[config.mk]
export PLATFORM = sky130hd
export DESIGN_NAME = oserdes_word_feeder
export DESIGN_NICKNAME = d
export VERILOG_FILES = /design/src/rtl/oserdes_word_feeder.sv
export SDC_FILE = /design/constraint.sdc
export NUM_CORES = 1
export LEC_CHECK = 0
export CORE_ASPECT_RATIO = 0.8
export CORE_MARGIN = 5
export CORE_UTILIZATION = 59
export DETAILED_ROUTE_END_ITERATION = 6
export PLACE_DENSITY = 0.85
export SETUP_SLACK_MARGIN = 0.2
export SLEW_MARGIN = 10
export SYNTH_ARGS = -nofsm -noshare
export SYNTH_HDL_FRONTEND = slang
export SYNTH_SLANG_ARGS = --single-unit
[constraint.sdc]
create_clock -name clk -period 3.1 [get_ports clk]
set_clock_uncertainty 0.1 [all_clocks]
set_input_delay 0.465 -clock clk [delete_from_list [all_inputs] [get_ports clk]]
set_output_delay 0.465 -clock clk [all_outputs]
set_load 0.05 [all_outputs]
[src/rtl/oserdes_word_feeder.sv]
`default_nettype none
// ============================================================================
//  Module   : oserdes_word_feeder
//  Purpose  : Buffers bytes in a small FIFO and presents them to a 4:1 OSERDES
//             as two nibbles per byte (CLKDIV domain). Each burst of bytes is
//             framed by one LEAD nibble and one TRAIL nibble with the line
//             driven; the line is released (T=1111) while idle.
//  Revision : 1.0 - initial release
// ----------------------------------------------------------------------------
//  Parameters
//    FIFO_DEPTH  : byte buffer depth, power of two in 2..16
//    IDLE_NIBBLE : pattern on D1..D4 when no data nibble is being sent
//    LSB_FIRST   : 1 = din[3:0] goes out first, 0 = din[7:4] goes out first
//  Ports
//    clk         : in  - CLKDIV clock, all state changes on rising edge
//    rst         : in  - asynchronous active-high reset, flushes the FIFO
//    din[7:0]    : in  - byte to serialize
//    din_valid   : in  - din holds a valid byte
//    din_ready   : out - byte accepted on this edge if din_valid (comb.)
//    d1..d4      : out - data nibble to OSERDES, d1 is first on the line
//    t1..t4      : out - tristate nibble to OSERDES, 1 = line released
//    oce, tce    : out - OSERDES data / tristate clock enables
//    busy        : out - high whenever the sequencer is not idle
// ============================================================================
module oserdes_word_feeder #(
    parameter int         FIFO_DEPTH  = 4,
    parameter logic [3:0] IDLE_NIBBLE = 4'b0000,
    parameter bit         LSB_FIRST   = 1'b1
) (
    input  logic       clk,
    input  logic       rst,
    input  logic [7:0] din,
    input  logic       din_valid,
    output logic       din_ready,
    output logic       d1,
    output logic       d2,
    output logic       d3,
    output logic       d4,
    output logic       t1,
    output logic       t2,
    output logic       t3,
    output logic       t4,
    output logic       oce,
    output logic       tce,
    output logic       busy
);

    // Pointer width is at least one bit so FIFO_DEPTH=2 still gets a pointer.
    localparam int c_PTR_W = (FIFO_DEPTH > 2) ? $clog2(FIFO_DEPTH) : 1;
    // Count must represent FIFO_DEPTH itself (full), hence depth+1 codes.
    localparam int c_CNT_W = $clog2(FIFO_DEPTH + 1);

    localparam logic [3:0] c_T_DRIVE   = 4'b0000;
    localparam logic [3:0] c_T_RELEASE = 4'b1111;

    typedef enum logic [2:0] {
        ST_IDLE    = 3'd0,
        ST_LEAD    = 3'd1,
        ST_DATA_LO = 3'd2,
        ST_DATA_HI = 3'd3,
        ST_TRAIL   = 3'd4
    } state_t;

    // ------------------------------------------------------------------
    // Byte FIFO
    // ------------------------------------------------------------------
    logic [7:0]         r_mem [FIFO_DEPTH];
    logic [c_PTR_W-1:0] r_wptr;
    logic [c_PTR_W-1:0] r_rptr;
    logic [c_CNT_W-1:0] r_count;

    logic               w_wr;
    logic               w_rd;
    logic               w_not_empty;
    logic [7:0]         w_head;
    logic [3:0]         w_first_nib;
    logic [3:0]         w_second_nib;

    // ------------------------------------------------------------------
    // Sequencer
    // ------------------------------------------------------------------
    state_t             r_state;
    state_t             w_next_state;
    logic [3:0]         r_d;
    logic [3:0]         r_t;
    logic [3:0]         w_next_d;
    logic [3:0]         w_next_t;
    logic               r_oce;
    logic               r_busy;

    // Ready is gated by rst so nothing is accepted while the FIFO is being
    // held flushed.
    assign din_ready   = (r_count < c_CNT_W'(FIFO_DEPTH)) && !rst;
    assign w_wr        = din_valid && din_ready;
    assign w_not_empty = (r_count != '0);

    // The head byte is popped on the edge that leaves DATA_LO (entering
    // DATA_HI); the second nibble is latched into r_d on that same edge, so
    // the byte is no longer needed afterwards.
    assign w_rd        = (r_state == ST_DATA_LO) && w_not_empty;
    assign w_head      = r_mem[r_rptr];

    generate
        if (LSB_FIRST) begin : g_lsb_first
            assign w_first_nib  = w_head[3:0];
            assign w_second_nib = w_head[7:4];
        end else begin : g_msb_first
            assign w_first_nib  = w_head[7:4];
            assign w_second_nib = w_head[3:0];
        end
    endgenerate

    // Storage is not reset; a flush only clears pointers and count.
    always_ff @(posedge clk) begin
        if (w_wr) begin
            r_mem[r_wptr] <= din;
        end
    end

    // Pointers wrap naturally because FIFO_DEPTH is a power of two.
    always_ff @(posedge clk or posedge rst) begin
        if (rst) begin
            r_wptr  <= '0;
            r_rptr  <= '0;
            r_count <= '0;
        end else begin
            if (w_wr) begin
                r_wptr <= r_wptr + c_PTR_W'(1);
            end
            if (w_rd) begin
                r_rptr <= r_rptr + c_PTR_W'(1);
            end
            case ({w_wr, w_rd})
                2'b10:   r_count <= r_count + c_CNT_W'(1);
                2'b01:   r_count <= r_count - c_CNT_W'(1);
                default: r_count <= r_count;
            endcase
        end
    end

    // ------------------------------------------------------------------
    // Next state and next outputs. Outputs are a function of the state
    // being entered, so they change on the same edge as r_state.
    // In DATA_HI, r_count already reflects the pop made on entry.
    // ------------------------------------------------------------------
    always_comb begin
        w_next_state = r_state;
        w_next_d     = IDLE_NIBBLE;
        w_next_t     = c_T_RELEASE;

        case (r_state)
            ST_IDLE: begin
                if (w_not_empty) begin
                    w_next_state = ST_LEAD;
                end
            end
            ST_LEAD: begin
                w_next_state = ST_DATA_LO;
            end
            ST_DATA_LO: begin
                w_next_state = ST_DATA_HI;
            end
            ST_DATA_HI: begin
                w_next_state = w_not_empty ? ST_DATA_LO : ST_TRAIL;
            end
            ST_TRAIL: begin
                // A byte arriving during TRAIL rejoins the burst without LEAD.
                w_next_state = w_not_empty ? ST_DATA_LO : ST_IDLE;
            end
            default: begin
                w_next_state = ST_IDLE;
            end
        endcase

        case (w_next_state)
            ST_LEAD, ST_TRAIL: begin
                w_next_d = IDLE_NIBBLE;
                w_next_t = c_T_DRIVE;
            end
            ST_DATA_LO: begin
                w_next_d = w_first_nib;
                w_next_t = c_T_DRIVE;
            end
            ST_DATA_HI: begin
                w_next_d = w_second_nib;
                w_next_t = c_T_DRIVE;
            end
            default: begin
                w_next_d = IDLE_NIBBLE;
                w_next_t = c_T_RELEASE;
            end
        endcase
    end

    always_ff @(posedge clk or posedge rst) begin
        if (rst) begin
            r_state <= ST_IDLE;
            r_d     <= IDLE_NIBBLE;
            r_t     <= c_T_RELEASE;
            r_oce   <= 1'b0;
            r_busy  <= 1'b0;
        end else begin
            r_state <= w_next_state;
            r_d     <= w_next_d;
            r_t     <= w_next_t;
            // Clock enables come up on the first edge after reset release
            // and stay up.
            r_oce   <= 1'b1;
            r_busy  <= (w_next_state != ST_IDLE);
        end
    end

    assign d1   = r_d[0];
    assign d2   = r_d[1];
    assign d3   = r_d[2];
    assign d4   = r_d[3];
    assign t1   = r_t[0];
    assign t2   = r_t[1];
    assign t3   = r_t[2];
    assign t4   = r_t[3];
    assign oce  = r_oce;
    assign tce  = r_oce;
    assign busy = r_busy;

endmodule
`default_nettype wire

### Word level (Yosys, flattened, before mapping)

Memories as Yosys holds them, arrays and structs flattened.
Cells that the tools add are included.

* word-level logic and storage cells: 42
* output and inout port bits: 12
* input bits: 11
* RAM bits: 32
* memory bits (read-only): 0
* memories: 1
* bits in latches: 0
* flip-flop bits (word level): 20

Memories
* r_mem: words 4, width 8, read ports 1, clocked after Yosys merged registers in 0, write ports 1, line 67 `logic [7:0] r_mem [FIFO_DEPTH];`

* muxes and demuxes: 9
* bitwise logic cells: 0
* shifts and indexed selects: 0
* reductions and logical operators: 9
* div/mod/pow operators: 0
* add/subtract/negate cells: 4
* order comparisons: 1
* equal/unequal tests: 10
* multiply operators: 0

Operators by type and width (count)
* 3-bit one-hot mux with 5 select lines: 1
* 3-bit by 2-bit == test with 1-bit output (second input constant): 4
* 4-bit one-hot mux with 2 select lines: 1
* 3-bit by 1-bit == test with 1-bit output (second input constant): 2
* 3-bit == test (second input constant): 2
* 3-bit two-way mux: 2
* 3-bit one-hot mux with 2 select lines: 1
* 3-bit nonzero test: 2
* 2-bit by 1-bit adder with 2-bit output (second input constant): 2
* 4-bit two-way mux: 1
* 4-bit OR reduction: 1
* 3-bit by 1-bit adder with 3-bit output (second input constant): 1
* 1-bit logical AND: 3
* 3-bit zero test: 1
* 3-bit < comparator (second input constant): 1
* 3-bit by 1-bit subtractor with 3-bit output (second input constant): 1
* 2-bit by 1-bit == test with 1-bit output (second input constant): 1
* 2-bit == test (second input constant): 1
* 1-bit two-way mux: 2
* 2-bit two-way mux: 1
* 2-bit nonzero test: 1
* 1-bit zero test: 1

### Logic depth before layout (Yosys ltp)

Gate-level depths: netlist of run 1.

* depth in word-level cells: 6
* depth in mapped cells: 9
* gate-level depth less buffers: 9

### Worst setup path after synthesis of run 1

Ideal clock, no wire load.

* path kind: in2reg
* from: input port rst
* to: register r_count[2]
* cell stages on the path: 9
* required time: 2.875 ns
* arrival: 2.318 ns
* library setup time: 0.125 ns
* setup slack: 0.557 ns
* buffers on the path: 0
* path through: nor2_1 and2_1 inv_1 ha_1 inv_1 fa_1 xor2_1 nor2_1 xor2_1

* word-level cells in the longest chain between the ends: 5
* elaborated cells on any way between the ends: 7
* classes of those cells: 2 x eq/ne; 1 x mux; 4 x reduce/logical

RTL lines
* start, declared: line 31 `input logic rst,`
* 1-bit zero test (no source line) (*)
* 1-bit logical AND (*): line 93 `assign din_ready = (r_count < c_CNT_W'(FIFO_DEPTH)) && !rst;`
* 1-bit logical AND (*): line 94 `assign w_wr = din_valid && din_ready;`
* 2-bit by 1-bit == test with 1-bit output or 2-bit == test (tied branches): line 133 `case ({w_wr, w_rd})`
* 3-bit one-hot mux with 2 select lines or 2-bit nonzero test (tied branches)
* end signal, assigned: line 134 `2'b10: r_count <= r_count + c_CNT_W'(1);`
* end signal, assigned: line 135 `2'b01: r_count <= r_count - c_CNT_W'(1);`
* end signal, assigned: line 136 `default: r_count <= r_count;`
* end, declared: line 70 `logic [c_CNT_W-1:0] r_count;`

Mark *: on every way between the ends. The rest lies on a longest branch, timed or not.
A chain may end at the register's enable or synchronous reset.

### Final worst setup path of run 1

* from: input port rst
* to: output port din_ready

* word-level cells in the longest chain between the ends: 2

RTL lines
* 1-bit zero test (no source line)
* 1-bit logical AND: line 93
* end, declared: line 34 `output logic din_ready,`

No other way between the ends.

==> results of run 1 <==
-- worst max-delay path by stage --
stage / depth (start not counted) / end / slack, ns
6_report: 3 / din_ready / 0.51
5_1_grt: 3 / din_ready / 0.45
4_1_cts: 3 / din_ready / 0.52
3_5_place_dp: 3 / din_ready / 0.53
3_3_place_gp: 3 / din_ready / 0.60
2_1_floorplan: 9 / r_count[2] / 0.56
-- area by class of cell --
class	instances	area share (%)
Sequential cell	49	58.9
Clock inverter	2	1.65
Multi-Input combinational cell	54	22.7
Tap cell	42	2.23
Inverter	13	2.07
Clock buffer	6	3.08
Timing Repair Buffer	22	9.35
-- placed cells by master, fill, tap and decap left out, types with 2 or more instances in the layout --
master           netlist  final
ha_1                   5      5
dfrtp_1               16     16
clkdlybuf4s50_1        0     22
nor2_1                 4      4
clkbuf_8               1      5
xor2_1                 3      3
inv_1                 13     13
and3_1                 4      4
mux4_2                 8      8
xnor2_1                2      2
edfxtp_1              32     32
o21ai_1                8      8
-- worst max-delay path, stage by stage --
cell	delay, ns
clkdlybuf4s50_1	0.42
nor2_1	0.27
clkdlybuf4s50_1	0.87
-- flip-flops by register name (all words and copies together), names as in the netlist --
| register | count |
|---|---|
| r_wptr | 2 |
| r_t | 1 |
| r_d | 4 |
| oce | 1 |
| r_count | 3 |
| r_mem | 32 |
| busy | 1 |
| r_rptr | 2 |
| r_state | 3 |
-- synthesized netlist by cell type (all sizes together) (2+ instances only) --
master	number	area, um2
nor3	2	15.0
o21ai	9	45.0
dfrtp	16	400
xor2	3	26.3
and3	5	36.3
nor2	5	26.3
nand2	2	10.0
buf	5	41.3
ha	5	62.6
xnor2	3	33.8
inv	13	48.8
edfxtp	32	961
mux4	8	180
-- logic make-up after synthesis --
group / after synthesis / share of synthesized area [%]
flops: 49 / 68.5
simple gates: 19 / 6.05
mux: 10 / 9.94
xor+xnor: 6 / 2.96
other cells: 1 / 0.185
compound gates: 12 / 3.21
fa+ha+maj: 6 / 4.07
buf+inv: 19 / 5.12
-- through the flow --
step	area, um2	util (%)	total power [W]	cells
4_1_cts	2360	69.8	0.00227	188
2_1_floorplan	2030	-	0.00163	122
3_3_place_gp	2240	66.5	0.00177	180
3_5_place_dp	2240	66.5	0.00183	180
6_report	2360	69.8	0.00224	188
5_1_grt	2360	69.8	0.00238	188
-- power breakdown --
part / switching (W) / internal [W] / total [W]
Combinational: 0.000453 / 0.000372 / 0.000825
Clock: 0.000200 / 0.000244 / 0.000443
Sequential: 0.000141 / 0.000834 / 0.000975
Total: 0.000794 / 0.00145 / 0.00224
-- layer usage --
layer	GRT usage, %	vias to the layer above
met4	3.28	0
met2	25.8	35
met3	5.95	4
li1	-	480
met5	0	-
met1	19.5	517
==> run_results.csv, run 1 <==
group,metric,value,unit
cts,clkLatencyLatePin,0.29,ns
synth,synth-async-reset-ratio,34.7,%
timing,tightest_slew,0.637,ns
cts,post_cts_resize_count,0,
detailed_routing,wl_met1,1330,um
hold_path,min-delay-start,"r_count[2]",
cts,cts_tree,"done",
cts,htree_levels,2,
finish,layout-drive-gt1-share,15.8,%
global_route,grt-ovfl-total,0,
setup_path,cp-end-kind,"output port",
placement,hpwl,2320,um
setup_path,cp_max_fo,6,
detailed_routing,antenna_left,0,
synth,ys_seq_elements,49,
floorplan,start_util,60.0,%
synth,syn_inst,122,
finish,nFillCells,226,
cts,postCtsHoldBufs,0,
floorplan,die_w,75.5,um
hold_path,min_to,"r_count[2]",
synth,synth.cell_area,2030,um2
synth,yosysSeqAreaShare,68.5,%
synth,synth_cell_type_count,34,
finish,multiInputGateArea,536,um2
setup_path,ff2ff_path_depth,8,
synth,synthFlopType,"edfxtp_1",
setup_path,start_kind,"primary input",
timing,period_share,83.5,%
global_route,grt_pass1_vias,1076,
timing,slew_violations,0,
detailed_routing,met2_length,1580,um
cts,clock-sinks,49,
cts,cts_buffer_depth,2,
synth,avgSynthCellArea,16.6,um2
floorplan,die_h,62.4,um
timing,fin_hold_ws,0.430,ns
timing,hold_viol,0,
cts,cts-root-buf,"clkbuf_8",
job,cap_violations,0,
detailed_routing,dr_wl_met3,208,um
timing,fmax,387,MHz
global_route,grtUsageTotal,15.6,%
cts,post-cts-setup-buffer-count,0,
finish,nets,162,
setup_path,r2r_slack,0.86,ns
detailed_routing,highest_layer,"met4",
detailed_routing,drt_pass1_iterations,7,
floorplan,core-area,3380,um2
floorplan,io_pins,23,
setup_path,crit_start,"rst",
timing,grt_setup_unrepaired,"no",
timing,setup-violations-final,0,
setup_path,crit_type,"in -> out",
power,max-vdd-ir-drop,0.416,mV
detailed_routing,via_per_inst,5.51,
setup_path,cp.arrival,2.02,ns
detailed_routing,route.detailed.drc,0,
cts,cts_buffers,5,
placement,portBuffers,22,
cts,clkTransAtPathRegs,0.08,ns
synth,synth_edf_count,32,
synth,ys_warn_count,0,
detailed_routing,routed_wl,3140,um
placement,place.gp.congestion,0.698,
global_route,grt_max_degree,18,
global_route,grt_pass1_wl,5380,um
setup_path,cp.required,2.53,ns
finish,syn2layout_area_growth,16.2,%
detailed_routing,dr.first_iter.drc_count,84,
floorplan,rows,19,
hold_path,worstHoldPathCells,1,
timing,relSlewSlack,57.5,%
synth,synth_nets,139,
finish,n_antenna_cell,0,
finish,seq_area,1390,um2
status,status,"finished, final reports clean",
setup_path,reg2reg_from,"r_state[0]",
timing,period_minus_slack,2.59,ns
floorplan,die_area,4710,um2
detailed_routing,wl_per_cell,16.7,um
power,power.density,952,nW/um2
power,leakage,0.900,nW
timing,setup_tns,0,ns
setup_path,worst_r2r_endpoint,"r_count[2]",
global_route,antenna_found_initial,0,
hold_path,min_path_type,"reg -> reg",
placement,post-place-ws,0.526,ns
detailed_routing,vias,1036,
timing,setup_slack,0.513,ns
Note: power is estimated with default switching activity, not from simulation.
==> inputs of run 2 (changes only) <==
--- a/config.mk
+++ b/config.mk
@@ -7,9 +7,9 @@
 export LEC_CHECK = 0
 export CORE_ASPECT_RATIO = 0.8
 export CORE_MARGIN = 5
-export CORE_UTILIZATION = 59
+export CORE_UTILIZATION = 55
 export DETAILED_ROUTE_END_ITERATION = 6
-export PLACE_DENSITY = 0.85
+export PLACE_DENSITY = 0.8
 export SETUP_SLACK_MARGIN = 0.2
 export SLEW_MARGIN = 10
 export SYNTH_ARGS = -nofsm -noshare
==> constraint.sdc (replaced) <==
create_clock -name clk -period 2.5 [get_ports clk]
set_clock_uncertainty 0.1 [all_clocks]
set_input_delay 0.375 -clock clk [delete_from_list [all_inputs] [get_ports clk]]
set_output_delay 0.375 -clock clk [all_outputs]
set_load 0.05 [all_outputs]
==> run 2 against run 1 <==
Sequential share of layout area shrank 0.44 points. Via count is essentially flat. Count of clock-buffer cells in the layout grew 2. Cell count grew 2.7%. Sequential power grew 24%. Worst setup slack lost 0.23 ns. Highest routed layer unchanged. Combinational power grew 36%. Wire length grew 8.2%. Clock power grew 4%. Utilization shrank 1.8 points. Critical path depth grew 5. Largest power group unchanged.
==> run_results.csv, run 2 (synthesized netlist as in run 1, its figures left out) <==
group,metric,value,unit
status,status,"finished, final reports clean",
timing,setup-violations-final,0,
detailed_routing,dr.first_iter.drc_count,101,
detailed_routing,route.detailed.drc,0,
finish,final_common_cell,"edfxtp_1",
floorplan,io_pins,23,
setup_path,start_kind,"flip-flop",
timing,slew_violations,0,
finish,top_register,"r_mem",
detailed_routing,via_per_inst,5.36,
finish,final_util,68.0,%
timing,setup_tns,0,ns
placement,place.gp.congestion,0.809,
power,power.density,1170,nW/um2
setup_path,cp_max_fo,6,
setup_path,cp.arrival,2.34,ns
global_route,antenna_found_initial,0,
placement,portBuffers,22,
cts,htree_levels,2,
job,cap_violations,0,
cts,cts_tree,"done",
timing,tightest_slew,0.625,ns
floorplan,start_util,58.0,%
global_route,grtUsageTotal,14.7,%
timing,grt_setup_unrepaired,"no",
finish,final_cell_mix,"32 x edfxtp_1, 21 x clkdlybuf4s50_1, 15 x dfrtp_1",
cts,clock-sinks,49,
floorplan,die_area,5010,um2
finish,syn2layout_area_growth,17.2,%
finish,n_antenna_cell,0,
cts,cts-root-buf,"clkbuf_8",
global_route,grt_max_degree,18,
finish,layoutNonFillerInstCount,193,
detailed_routing,routed_wl,3400,um
placement,hpwl,2320,um
power,leakage,0.912,nW
timing,fmax,452,MHz
finish,layout-drive-gt1-share,20.5,%
detailed_routing,wl_per_cell,17.6,um
finish,largest_reg_flops,32,
cts,clkLatencyLatePin,0.30,ns
timing,period_minus_slack,2.21,ns
detailed_routing,antenna_left,0,
hold_path,min_path_type,"in -> async",
timing,hold_viol,0,
finish,largestRegisters,"r_mem: 32 flops, r_d: 4 flops",
power,max-vdd-ir-drop,0.615,mV
cts,cts_buffers,5,
cts,clkTransAtPathRegs,0.08,ns
timing,relSlewSlack,58.3,%
setup_path,cp-end-kind,"flip-flop",
floorplan,die_h,64.3,um
cts,cts_buffer_depth,2,
detailed_routing,vias,1035,
floorplan,core-area,3490,um2
timing,period_share,88.6,%
setup_path,crit_type,"reg -> reg",
placement,place_inst,180,
floorplan,die_w,77.9,um
global_route,grt_pass1_wl,5520,um
floorplan,rows,19,
global_route,grt-ovfl-total,0,
finish,nets,167,
setup_path,cp.required,2.62,ns
detailed_routing,drt_pass1_iterations,4,
finish,nFillCells,236,
global_route,grt_pass1_vias,1045,
## run 2: cell types whose count changed in the layout (fill, tap and decap cells not counted), sizes merged
cell           delta
buf               +6
clkbuf            +2
bufinv            -1
clkdlybuf4s50     -1
inv               -1
## run 2: layer usage
layer | track usage [%] | up-vias | routed length [um]
met1 | 19.6 | 510 | 1400
met4 | 3.22 | 0 | 25
met5 | 0 | - | 0
met3 | 5.76 | 4 | 249
li1 | - | 487 | -
met2 | 23.0 | 34 | 1730
## run 2: per-stage QoR
stage	setup slack, ns	power [W]	hold slack (ns)	area, um2
floorplan	0.276	0.00202	0.200	2030
global placement	0.161	0.00222	0.385	2240
detailed placement	0.112	0.00227	0.416	2240
CTS	0.267	0.00272	0.428	2330
global route	0.196	0.00296	0.424	2380
finish	0.286	0.00279	0.413	2380
## run 2: critical path, cell delays in order (launching register included)
cell	delay [ns]
dfrtp_2	0.45
or3b_4	0.44
nor2_4	0.15
ha_2	0.19
inv_1	0.05
fa_1	0.37
xor2_1	0.15
nor2_1	0.11
xor2_1	0.15
## run 2: power breakdown
part / leakage, nW / switching (W) / internal [W] / total, W
registers: 0.485 / 0.000175 / 0.00104 / 0.00121
logic: 0.381 / 0.000589 / 0.000526 / 0.00112
clock network: 0.0455 / 0.000235 / 0.000226 / 0.000461
## run 2: path summary, 6_finish.rpt
kind                            start    endpoint  slack, ns  cells after the start
setup / recovery           r_state[2]  r_count[2]       0.29                      8
hold / removal                    rst   r_rptr[1]       0.41                      2
setup reg to reg           r_state[2]  r_count[2]       0.29                      8
hold reg to reg            r_state[2]  r_state[0]       0.42                      1
max in group asynchronous         rst  r_state[2]       1.45                      2
min in group clk           r_state[2]  r_state[0]       0.42                      1
## run 2: final cells by class
type	count	area [um2]	share of cell area, %
sequential	49	1390	58.5
timing repair buffer	27	255	10.7
inverter	13	48.8	2.05
multi-input combinational	54	541	22.7
tap	42	52.6	2.21
clock buffer	8	90.1	3.79
## run 2: what timing repair did
action,in CTS,in global routing
endpoints found under the setup margin,0,1
hold buffers,0,0
buffers inserted,0,5
gates resized for setup,0,2
==> inputs of run 3 (changes only) <==
--- a/config.mk
+++ b/config.mk
@@ -8,10 +8,11 @@
 export CORE_ASPECT_RATIO = 0.8
 export CORE_MARGIN = 5
 export CORE_UTILIZATION = 55
+export CTS_CLUSTER_DIAMETER = 50
 export DETAILED_ROUTE_END_ITERATION = 6
 export PLACE_DENSITY = 0.8
 export SETUP_SLACK_MARGIN = 0.2
-export SLEW_MARGIN = 10
+export SLEW_MARGIN = 15
 export SYNTH_ARGS = -nofsm -noshare
 export SYNTH_HDL_FRONTEND = slang
 export SYNTH_SLANG_ARGS = --single-unit
==> results of run 3 <==
Same layout as run 2: the final DEF is identical, and so are final timing and power.
